<file path="config.mk">
export PLATFORM = sky130hd
export DESIGN_NAME = line_drive_sequencer
export DESIGN_NICKNAME = d
export VERILOG_FILES = /design/src/rtl/line_drive_sequencer.sv
export SDC_FILE = /design/constraint.sdc
export NUM_CORES = 1
export LEC_CHECK = 0
export ABC_AREA = 1
export ABC_CLOCK_PERIOD_IN_PS = 3500
export BUFFER_PORTS_ARGS = -buffer_cell sky130_fd_sc_hd__buf_2
export CORE_MARGIN = 1
export CORE_UTILIZATION = 35
export DETAILED_ROUTE_END_ITERATION = 16
export MAX_ROUTING_LAYER = met4
export PLACE_DENSITY_LB_ADDON = 0.08
export SYNTH_ARGS = -nofsm -noshare
export SYNTH_HDL_FRONTEND = slang
export SYNTH_SLANG_ARGS = --single-unit
</file>
<file path="constraint.sdc">
create_clock -name clk -period 3.5 [get_ports clk]
set_clock_uncertainty 0.2 [all_clocks]
set_input_delay 0.175 -clock clk [delete_from_list [all_inputs] [get_ports clk]]
set_output_delay 0.175 -clock clk [all_outputs]
set_load 0.1 [all_outputs]
</file>
<file path="src/rtl/line_drive_sequencer.sv">
// line_drive_sequencer
//   Drive controller for the two-motor line follower. One state machine
//   replaces the per-motor combinational decode. On top of line following it
//   handles an obstacle (brake, then back off), a lost line (search with a
//   timeout) and a fault halt.
//
// Ports
//   clk                  system clock
//   rst                  synchronous, active-high reset
//   start                level; leaves IDLE/HALT
//   s1..s4               line sensors, s1 leftmost, 1 = line (asynchronous)
//   prox                 proximity sensor, 0 = obstacle (asynchronous)
//   en_l/in1_l/in2_l     left H-bridge  (FWD 0/1, REV 1/0, BRAKE 1/1 with en=1)
//   en_r/in1_r/in2_r     right H-bridge
//   state                current state code
//   fault                search timeout flag
module line_drive_sequencer #(
   parameter int PWM_BITS       = 8,
   parameter int DUTY_FWD       = 200,
   parameter int DUTY_TURN      = 120,
   parameter int DEBOUNCE       = 4,
   parameter int BRAKE_CYCLES   = 1000,
   parameter int BACKUP_CYCLES  = 2000,
   parameter int SEARCH_TIMEOUT = 50000
) (
   input  logic       clk,
   input  logic       rst,
   input  logic       start,
   input  logic       s1,
   input  logic       s2,
   input  logic       s3,
   input  logic       s4,
   input  logic       prox,
   output logic       en_l,
   output logic       in1_l,
   output logic       in2_l,
   output logic       en_r,
   output logic       in1_r,
   output logic       in2_r,
   output logic [2:0] state,
   output logic       fault
);

   localparam logic [2:0] ST_IDLE   = 3'd0;
   localparam logic [2:0] ST_FOLLOW = 3'd1;
   localparam logic [2:0] ST_BRAKE  = 3'd2;
   localparam logic [2:0] ST_BACKUP = 3'd3;
   localparam logic [2:0] ST_SEARCH = 3'd4;
   localparam logic [2:0] ST_HALT   = 3'd5;

   // per-side bridge command
   localparam logic [1:0] DR_BRK = 2'd0;
   localparam logic [1:0] DR_FWD = 2'd1;
   localparam logic [1:0] DR_REV = 2'd2;

   localparam int TMAX = (BRAKE_CYCLES > BACKUP_CYCLES) ?
                         ((BRAKE_CYCLES > SEARCH_TIMEOUT) ? BRAKE_CYCLES : SEARCH_TIMEOUT) :
                         ((BACKUP_CYCLES > SEARCH_TIMEOUT) ? BACKUP_CYCLES : SEARCH_TIMEOUT);
   localparam int TW = $clog2(TMAX + 1);
   localparam int DW = (DEBOUNCE > 1) ? $clog2(DEBOUNCE) : 1;

   localparam logic [PWM_BITS-1:0] D_FWD  = PWM_BITS'(DUTY_FWD);
   localparam logic [PWM_BITS-1:0] D_TURN = PWM_BITS'(DUTY_TURN);

   // ---------------- input conditioning ----------------
   logic [3:0] sens_m, sens_s;    // {s4,s3,s2,s1}
   logic       prox_m, prox_s;

   always_ff @(posedge clk) begin
      if (rst) begin
         sens_m <= '0;
         sens_s <= '0;
         prox_m <= 1'b1;
         prox_s <= 1'b1;
      end else begin
         sens_m <= {s4, s3, s2, s1};
         sens_s <= sens_m;
         prox_m <= prox;
         prox_s <= prox_m;
      end
   end

   // Debounced obstacle level: flips only after DEBOUNCE consecutive
   // synchronized samples disagree with it; any agreeing sample restarts.
   logic          obst;
   logic [DW-1:0] db_cnt;

   always_ff @(posedge clk) begin
      if (rst) begin
         obst   <= 1'b0;
         db_cnt <= '0;
      end else if (~prox_s != obst) begin
         if (db_cnt == DW'(DEBOUNCE - 1)) begin
            obst   <= ~obst;
            db_cnt <= '0;
         end else begin
            db_cnt <= db_cnt + 1'b1;
         end
      end else begin
         db_cnt <= '0;
      end
   end

   // ---------------- PWM ----------------
   logic [PWM_BITS-1:0] pwm_cnt;

   always_ff @(posedge clk) begin
      if (rst) pwm_cnt <= '0;
      else     pwm_cnt <= pwm_cnt + 1'b1;
   end

   // ---------------- state machine ----------------
   logic [TW-1:0]       timer, nxt_timer;
   logic [2:0]          nxt_state;
   logic                nxt_fault;
   logic                last_dir, nxt_dir;   // 0 = left, 1 = right
   logic [1:0]          drv_l, drv_r;
   logic [PWM_BITS-1:0] duty;
   logic                line_any, piv_l, piv_r;

   assign line_any = |sens_s;
   assign piv_l    = sens_s[0] & ~sens_s[3];
   assign piv_r    = sens_s[3] & ~sens_s[0];

   always_comb begin
      nxt_state = state;
      nxt_fault = fault;
      nxt_dir   = last_dir;
      // saturating count; every state that times itself clears it on entry
      nxt_timer = (timer == '1) ? timer : timer + 1'b1;

      case (state)
         ST_IDLE:
            if (start) nxt_state = ST_FOLLOW;
         ST_FOLLOW:
            if (obst) begin
               nxt_state = ST_BRAKE;
               nxt_timer = '0;
            end else if (!line_any) begin
               nxt_state = ST_SEARCH;
               nxt_timer = '0;
            end
         ST_BRAKE:
            // hold is never cut short; obstacle only chooses the exit
            if (timer == TW'(BRAKE_CYCLES - 1)) begin
               nxt_state = obst ? ST_BACKUP : ST_FOLLOW;
               nxt_timer = '0;
            end
         ST_BACKUP:
            if (timer == TW'(BACKUP_CYCLES - 1)) nxt_state = ST_FOLLOW;
         ST_SEARCH:
            if (obst) begin
               nxt_state = ST_BRAKE;
               nxt_timer = '0;
            end else if (line_any) begin
               nxt_state = ST_FOLLOW;
            end else if (timer == TW'(SEARCH_TIMEOUT - 1)) begin
               nxt_state = ST_HALT;
               nxt_fault = 1'b1;
            end
         ST_HALT:
            if (start) begin
               nxt_state = ST_FOLLOW;
               nxt_fault = 1'b0;
            end
         default:
            nxt_state = ST_IDLE;
      endcase

      // Bridge command follows the state being entered so the outputs
      // register together with it.
      drv_l = DR_BRK;
      drv_r = DR_BRK;
      duty  = D_TURN;
      case (nxt_state)
         ST_FOLLOW:
            if (piv_l) begin
               drv_r   = DR_FWD;
               nxt_dir = 1'b0;
            end else if (piv_r) begin
               drv_l   = DR_FWD;
               nxt_dir = 1'b1;
            end else begin
               drv_l = DR_FWD;
               drv_r = DR_FWD;
               duty  = D_FWD;
            end
         ST_BACKUP: begin
            drv_l = DR_REV;
            drv_r = DR_REV;
         end
         ST_SEARCH:
            if (last_dir) drv_l = DR_FWD;
            else          drv_r = DR_FWD;
         default: ;
      endcase
   end

   always_ff @(posedge clk) begin
      if (rst) begin
         state    <= ST_IDLE;
         fault    <= 1'b0;
         timer    <= '0;
         last_dir <= 1'b0;
         en_l     <= 1'b1;
         in1_l    <= 1'b1;
         in2_l    <= 1'b1;
         en_r     <= 1'b1;
         in1_r    <= 1'b1;
         in2_r    <= 1'b1;
      end else begin
         state    <= nxt_state;
         fault    <= nxt_fault;
         timer    <= nxt_timer;
         last_dir <= nxt_dir;
         // in1 is low only for FWD, in2 low only for REV, en forced for BRAKE
         en_l     <= (drv_l == DR_BRK) | (pwm_cnt < duty);
         in1_l    <= (drv_l != DR_FWD);
         in2_l    <= (drv_l != DR_REV);
         en_r     <= (drv_r == DR_BRK) | (pwm_cnt < duty);
         in1_r    <= (drv_r != DR_FWD);
         in2_r    <= (drv_r != DR_REV);
      end
   end

endmodule
</file>
==> reports/metrics.cfg, run 1 <==
[run_status]
status = finished, final reports clean

[global_routing]
grt_start_max_net_pins = 23
grt_pass1_vias = 1905
grt_pass1_wl_microns = 8470
antenna_found_initial = 0
grt_usage_pct = 15.4
grt_overflow = 0

[worst_setup_path]
crit_start = timer[0]
path_depth = 17
rr_startpoint = timer[0]
cp.required_ps = 3540
ff2ff_path_depth = 17
worst_ep_arrival_time_ps = 2720
crit_family = simple AND/OR/NAND/NOR gates
r2r_setup_slack_ps = 820
path_max_fanout = 5
endpoint_kind = register
crit_path_start_kind = register
max_stage_delay_ps = 370
crit_slowest_cell = dfxtp_1
worstSetupEndpoint = en_r
crit_buf_inv = 2
worstSetupPathType = register to register
crit_chain = ha_1 > nand2_1 > inv_1 > nand2_1 > nor2_1 > nand3_1 > nand3_1 > nand2_1 > inv_2 > nand2_1 > nor2_1 > ha_1 > a21oi_1 > o21bai_1 > a31oi_1 > nor2_1 > nand2_1
rr_endpoint = en_r
crit_top_cell = nand2_1

[finish]
syn_to_final_growth_pct = 14.1
nFillCells = 684
multi_input_area_sq_um = 1140
drive_gt1_share_pct = 15.3
seqCellArea_sq_um = 961
num-nets-final = 356
antenna_cells = 0

[min_path]
whs_path_depth = 2
hold_path_class = input port to register

[timing]
timing.final.crit_share_pct = 76.6
fmax_mhz = 373
setup_violations = 0
grt_setup_unrepaired = false
slew_viol_final = 0
setup_ws_ps = 819
holdWs_ps = 75.5
slew_headroom_pct = 67.9
worst_slew_pin_slew_ps = 482
layout_min_cycle_time_ps = 2680
finalSetupTns_ps = 0
hold_viol_final = 0

[clock_tree]
cts_max_path_buffers = 2
cts_resized = 0
clock_sink_count = 48
numCtsBuffers = 5
cts_tree = built
clock_latency_ps = 300
htree_levels = 2
clockRootBuffer = clkbuf_8
path_clk_slew_ps = 90

[placement]
io_buffers = 17
routabilityCongestion = 0.793
hpwlAfterDp_microns = 3530
preCtsSetupSlack_ps = 832

[floorplanning]
rows = 29
core-area_sq_um = 6390
die_h_microns = 83.7
die_w_microns = 83.7
initial_utilization_pct = 36.6
dieArea_sq_um = 7000
io_pins = 18

[synth]
synth_ff_type = dfxtp_1
ys_async_sr_fraction_pct = 0
netlist_top_cells_count = nor2_1, inv_1, dfxtp_1, nand2_1, nand3_1
synth.most_common_cell = nor2_1
syn_inst = 314
synth_warnings = 0
syn_area_per_cell_sq_um = 7.44
synth-seq-area-share_pct = 41.1
yosysTopAreaCellShare_pct = 41.1
syn_area_sq_um = 2340
synth_nets = 330
ys_seq_elements = 48
synth.distinct_cells = 36
synth_top_area_cell = dfxtp_1
synth_top_cells_by_area = dfxtp_1, nor2_1, inv_1
synth_enable_flop_cells = 0

[routing]
postRouteAntennaNets = 0
first_pass_iters = 4
vias = 1957
viasPerCell = 4.69
avgRoutedWirePerCell_microns = 11.2
wirelength_microns = 4680
drc = 0
drtIter0Drc = 99

[power_and_ir_drop]
power.leakage_nw = 1.13
p_per_area_nw_per_um2 = 444
max-vdd-ir-drop_mv = 0.251

[job]
drv_cap = 0

[cell type report]
cell class,count,area share (%)
Timing Repair Buffer,23,5.35
Multi-Input combinational cell,209,42.7
Clock buffer,5,2.58
Tap cell,77,3.62
Clock inverter,2,2.25
Inverter,53,7.46
Sequential cell,48,36.1
[power by group]
part           switching, mW  total, mW  internal (mW)
logic                  0.101      0.142         0.0410
clock network          0.185      0.466          0.281
registers             0.0116      0.575          0.564
[how the worst min path moves through the flow]
stage / startpoint / slack [ps] / end
6_report: rst / 80 / pwm_cnt[7]
3_5_place_dp: prox / 160 / prox_m
5_1_grt: rst / 100 / pwm_cnt[7]
4_1_cts: rst / 80 / sens_s[3]
3_3_place_gp: prox / 160 / prox_m
2_1_floorplan: prox / 80 / prox_m
[sequential cells by signal, summed over array words and instances, names as in the netlist]
signal and count:
fault 1, sens_m 4, prox_m 1, prox_s 1, pwm_cnt 8, sens_s 4, timer 16, en_r 1
in2_l 1, en_l 1, in1_r 1, obst 1, in2_r 1, state 3, last_dir 1, db_cnt 2
in1_l 1
[logic make-up (layout without fill, tap and decap cells)]
group	count (synthesis)	in the layout	share of synthesized area [%]
adder cells (fa/ha/maj)	8	8	4.29
flip-flops	48	48	41.1
AO/OA/AOI/OAI	33	33	8.41
buffers and inverters	57	83	10.2
XOR/XNOR	5	5	1.87
AND/OR/NAND/NOR	163	163	34.1
[metal layers]
metal / routed length, microns / vias to the layer above / global-route usage, % / part of all wire, %
li1: - / 1050 / - / -
met1: 2400 / 872 / 19.5 / 51
met2: 2060 / 31 / 24.8 / 44
met3: 170 / 4 / 2.57 / 3.6
met4: 44 / 0 / 5.55 / 0.94
met5: 0 / - / - / 0
[layout by cell type (no fill, tap or decap), drive strengths merged]
master        n
a21oi        18
dfxtp        48
o21a          1
nand3b        2
a31o          1
nand3        18
xnor2         1
nand2        51
nor3b         3
bufinv        2
o211ai        1
xor2          4
nor4          1
or2           3
clkbuf        5
nor2         61
dlygate4sd3   5
o21bai        1
a31oi         3
buf          18
inv          53
nor3         16
nand4         8
o21ai         7
ha            8
o22ai         1
[stage by stage]
stage               total power [mW]  std cells  instance area, sq um  utilization (%)
CTS                             1.21        417                  2670             41.7
global placement               0.726        405                  2490             38.9
finish                          1.18        417                  2670             41.7
floorplan                      0.706        314                  2340                -
detailed placement             0.727        405                  2490             38.9
global route                    1.24        417                  2670             41.7
[what timing repair did]
action                    in CTS  in global routing
buffers inserted               0                  0
hold buffers                   5                  0
hold endpoints to repair       5                  0
No activity file was read; power rests on OpenSTA's default activity.
==> inputs of run 2 (changes only) <==
--- a/config.mk
+++ b/config.mk
@@ -6,7 +6,7 @@
 export NUM_CORES = 1
 export LEC_CHECK = 0
 export ABC_AREA = 1
-export ABC_CLOCK_PERIOD_IN_PS = 3500
+export ABC_CLOCK_PERIOD_IN_PS = 2340
 export BUFFER_PORTS_ARGS = -buffer_cell sky130_fd_sc_hd__buf_2
 export CORE_MARGIN = 1
 export CORE_UTILIZATION = 35
==> constraint.sdc (replaced) <==
create_clock -name clk -period 2.34 [get_ports clk]
set_clock_uncertainty 0.2 [all_clocks]
set_input_delay 0.117 -clock clk [delete_from_list [all_inputs] [get_ports clk]]
set_output_delay 0.117 -clock clk [all_outputs]
set_load 0.1 [all_outputs]
==> run 2 against run 1 <==
Compared with the run above:
- the run now ends with setup timing left
- wire length is 14% higher
- cell count up 9.8%
- worst hold slack worse by 65 ps
- non-clock buffer count rose by 40
- setup slack got worse by 850 ps
- final area increased by 16%
- first-iteration DRC count is 15% lower
- die area is the same
- power up 39%
- largest power group unchanged
- fmax up 13%
- sequential power increased by 50%
- utilization increased by 6.7 points
- critical path type unchanged
==> reports/metrics.cfg, run 2 (synthesis results as in run 1) <==
[run_status]
status = finished, violations left
violations = setup timing

[floorplanning]
initial_utilization_pct = 36.6
rows = 29
io_pins = 18
die_h_microns = 83.7
die_w_microns = 83.7
dieArea_sq_um = 7000
core-area_sq_um = 6390

[routing]
postRouteAntennaNets = 0
drtIter0Drc = 84
viasPerCell = 4.69
wirelength_microns = 5310
avgRoutedWirePerCell_microns = 11.6
first_pass_iters = 5
drc = 0
vias = 2148

[global_routing]
grt_overflow = 0
grt_start_max_net_pins = 23
grt_usage_pct = 15.9
antenna_found_initial = 0
grt_pass1_wl_microns = 8760
grt_pass1_vias = 2053

[timing]
slew_headroom_pct = 67.8
timing.final.crit_share_pct = 101
grt_setup_unrepaired = true
hold_viol_final = 0
finalSetupTns_ps = -33.4
fmax_mhz = 421
worst_slew_pin_slew_ps = 486
setup_ws_ps = -33.4
setup_violations = 1
slew_viol_final = 0
layout_min_cycle_time_ps = 2370

[worst_setup_path]
rr_startpoint = timer[1]
cp.required_ps = 2370
crit_path_start_kind = register
path_max_fanout = 3
worstSetupPathType = register to register
ff2ff_path_depth = 17
rr_endpoint = state[1]
r2r_setup_slack_ps = -30
worst_ep_arrival_time_ps = 2400
endpoint_kind = register

[min_path]
min_to = fault
whs_path_depth = 4
hold_path_class = input port to register
hp-start = start

[finish]
regMostFlops = timer
antenna_cells = 0
num-nets-final = 396
layoutNonFillerInstCount = 458
drive_gt1_share_pct = 35.4
nFillCells = 647
layout_common_cells = inv_1, nor2_1, buf_4
final_cell_area_sq_um = 3100
syn_to_final_growth_pct = 32.5
largest_reg_flops = 16
top_regs = timer: 16 flops, pwm_cnt: 8 flops

[clock_tree]
clock_sink_count = 48
cts_tree = built
path_clk_slew_ps = 90
htree_levels = 2
clockRootBuffer = clkbuf_8
clock_latency_ps = 290
cts_max_path_buffers = 2
numCtsBuffers = 5

[placement]
io_buffers = 17
hpwlAfterDp_microns = 3560
dp_cells = 422
preCtsSetupSlack_ps = -84.2
routabilityCongestion = 0.831
dpl-instance-area_sq_um = 2640

[power_and_ir_drop]
power.leakage_nw = 1.30
max-vdd-ir-drop_mv = 0.336
p_per_area_nw_per_um2 = 530

[job]
drv_cap = 0

[run 2: changes by cell type in the layout (fill, tap and decap cells not counted), sizes merged]
| cell | previous run | this run |
|---|---|---|
| buf | 18 | 58 |
| bufinv | 2 | 0 |
| clkbuf | 5 | 6 |
| clkinv | 0 | 1 |
| clkinvlp | 0 | 1 |
[run 2: layer usage]
layer	vias up	global-route usage, %	part of all wire [%]
li1	1129	-	-
met1	973	20.0	48
met2	38	26.1	47
met3	8	2.37	3.2
met4	0	5.55	1.6
met5	-	-	0
[run 2: cell type report]
type	count	area (sq um)	area share [%]
clock buffer	6	72.6	2.34
clock inverter	2	12.5	0.404
inverter	53	199	6.43
multi-input combinational	209	1270	41.2
sequential	48	981	31.7
tap	77	96.3	3.11
timing repair buffer	63	459	14.8
[run 2: timing repair]
item                       CTS  global route
buffers inserted            17             6
hold buffers                 5             0
setup endpoints to repair    2             6
gates cloned                 0             0
hold endpoints to repair     5             0
pin swaps                    5            18
resized for setup           10            35
[run 2: critical path: stages (launching register included)]
cell	delay [ps]
dfxtp_2	350
ha_4	160
nand2_2	70
inv_2	40
nand2_2	70
nor2_4	40
nand3_2	80
nand3_2	110
buf_4	150
buf_4	120
buf_4	120
buf_4	120
buf_4	120
buf_4	120
buf_4	130
buf_4	120
buf_4	110
nor2_1	80
[run 2: metrics by stage]
step	power [mW]	hold WS, ps	utilization [%]
after floorplan	1.06	20.8	-
after global placement	1.11	102	41.4
after detailed placement	1.11	105	41.4
after CTS	1.64	12.6	46.0
after global routing	1.73	36.0	48.5
final	1.64	10.2	48.5
[run 2: how the worst max path moves through the flow]
stage          depth (start not counted)       end     start  slack (ps)
6_report                              17  state[1]  timer[1]         -30
5_1_grt                               17      en_r  timer[1]        -150
2_1_floorplan                         17      en_l  timer[0]           6
3_3_place_gp                          15      en_l  timer[0]          30
4_1_cts                               17      en_r  timer[1]           5
3_5_place_dp                          17      en_r  timer[1]         -80
[run 2: power by group]
group          switching, mW  leakage [nW]  internal (mW)
combinational          0.176         0.861          0.114
clock                  0.277        0.0412          0.210
sequential            0.0193         0.396          0.843
total                  0.472          1.30           1.17
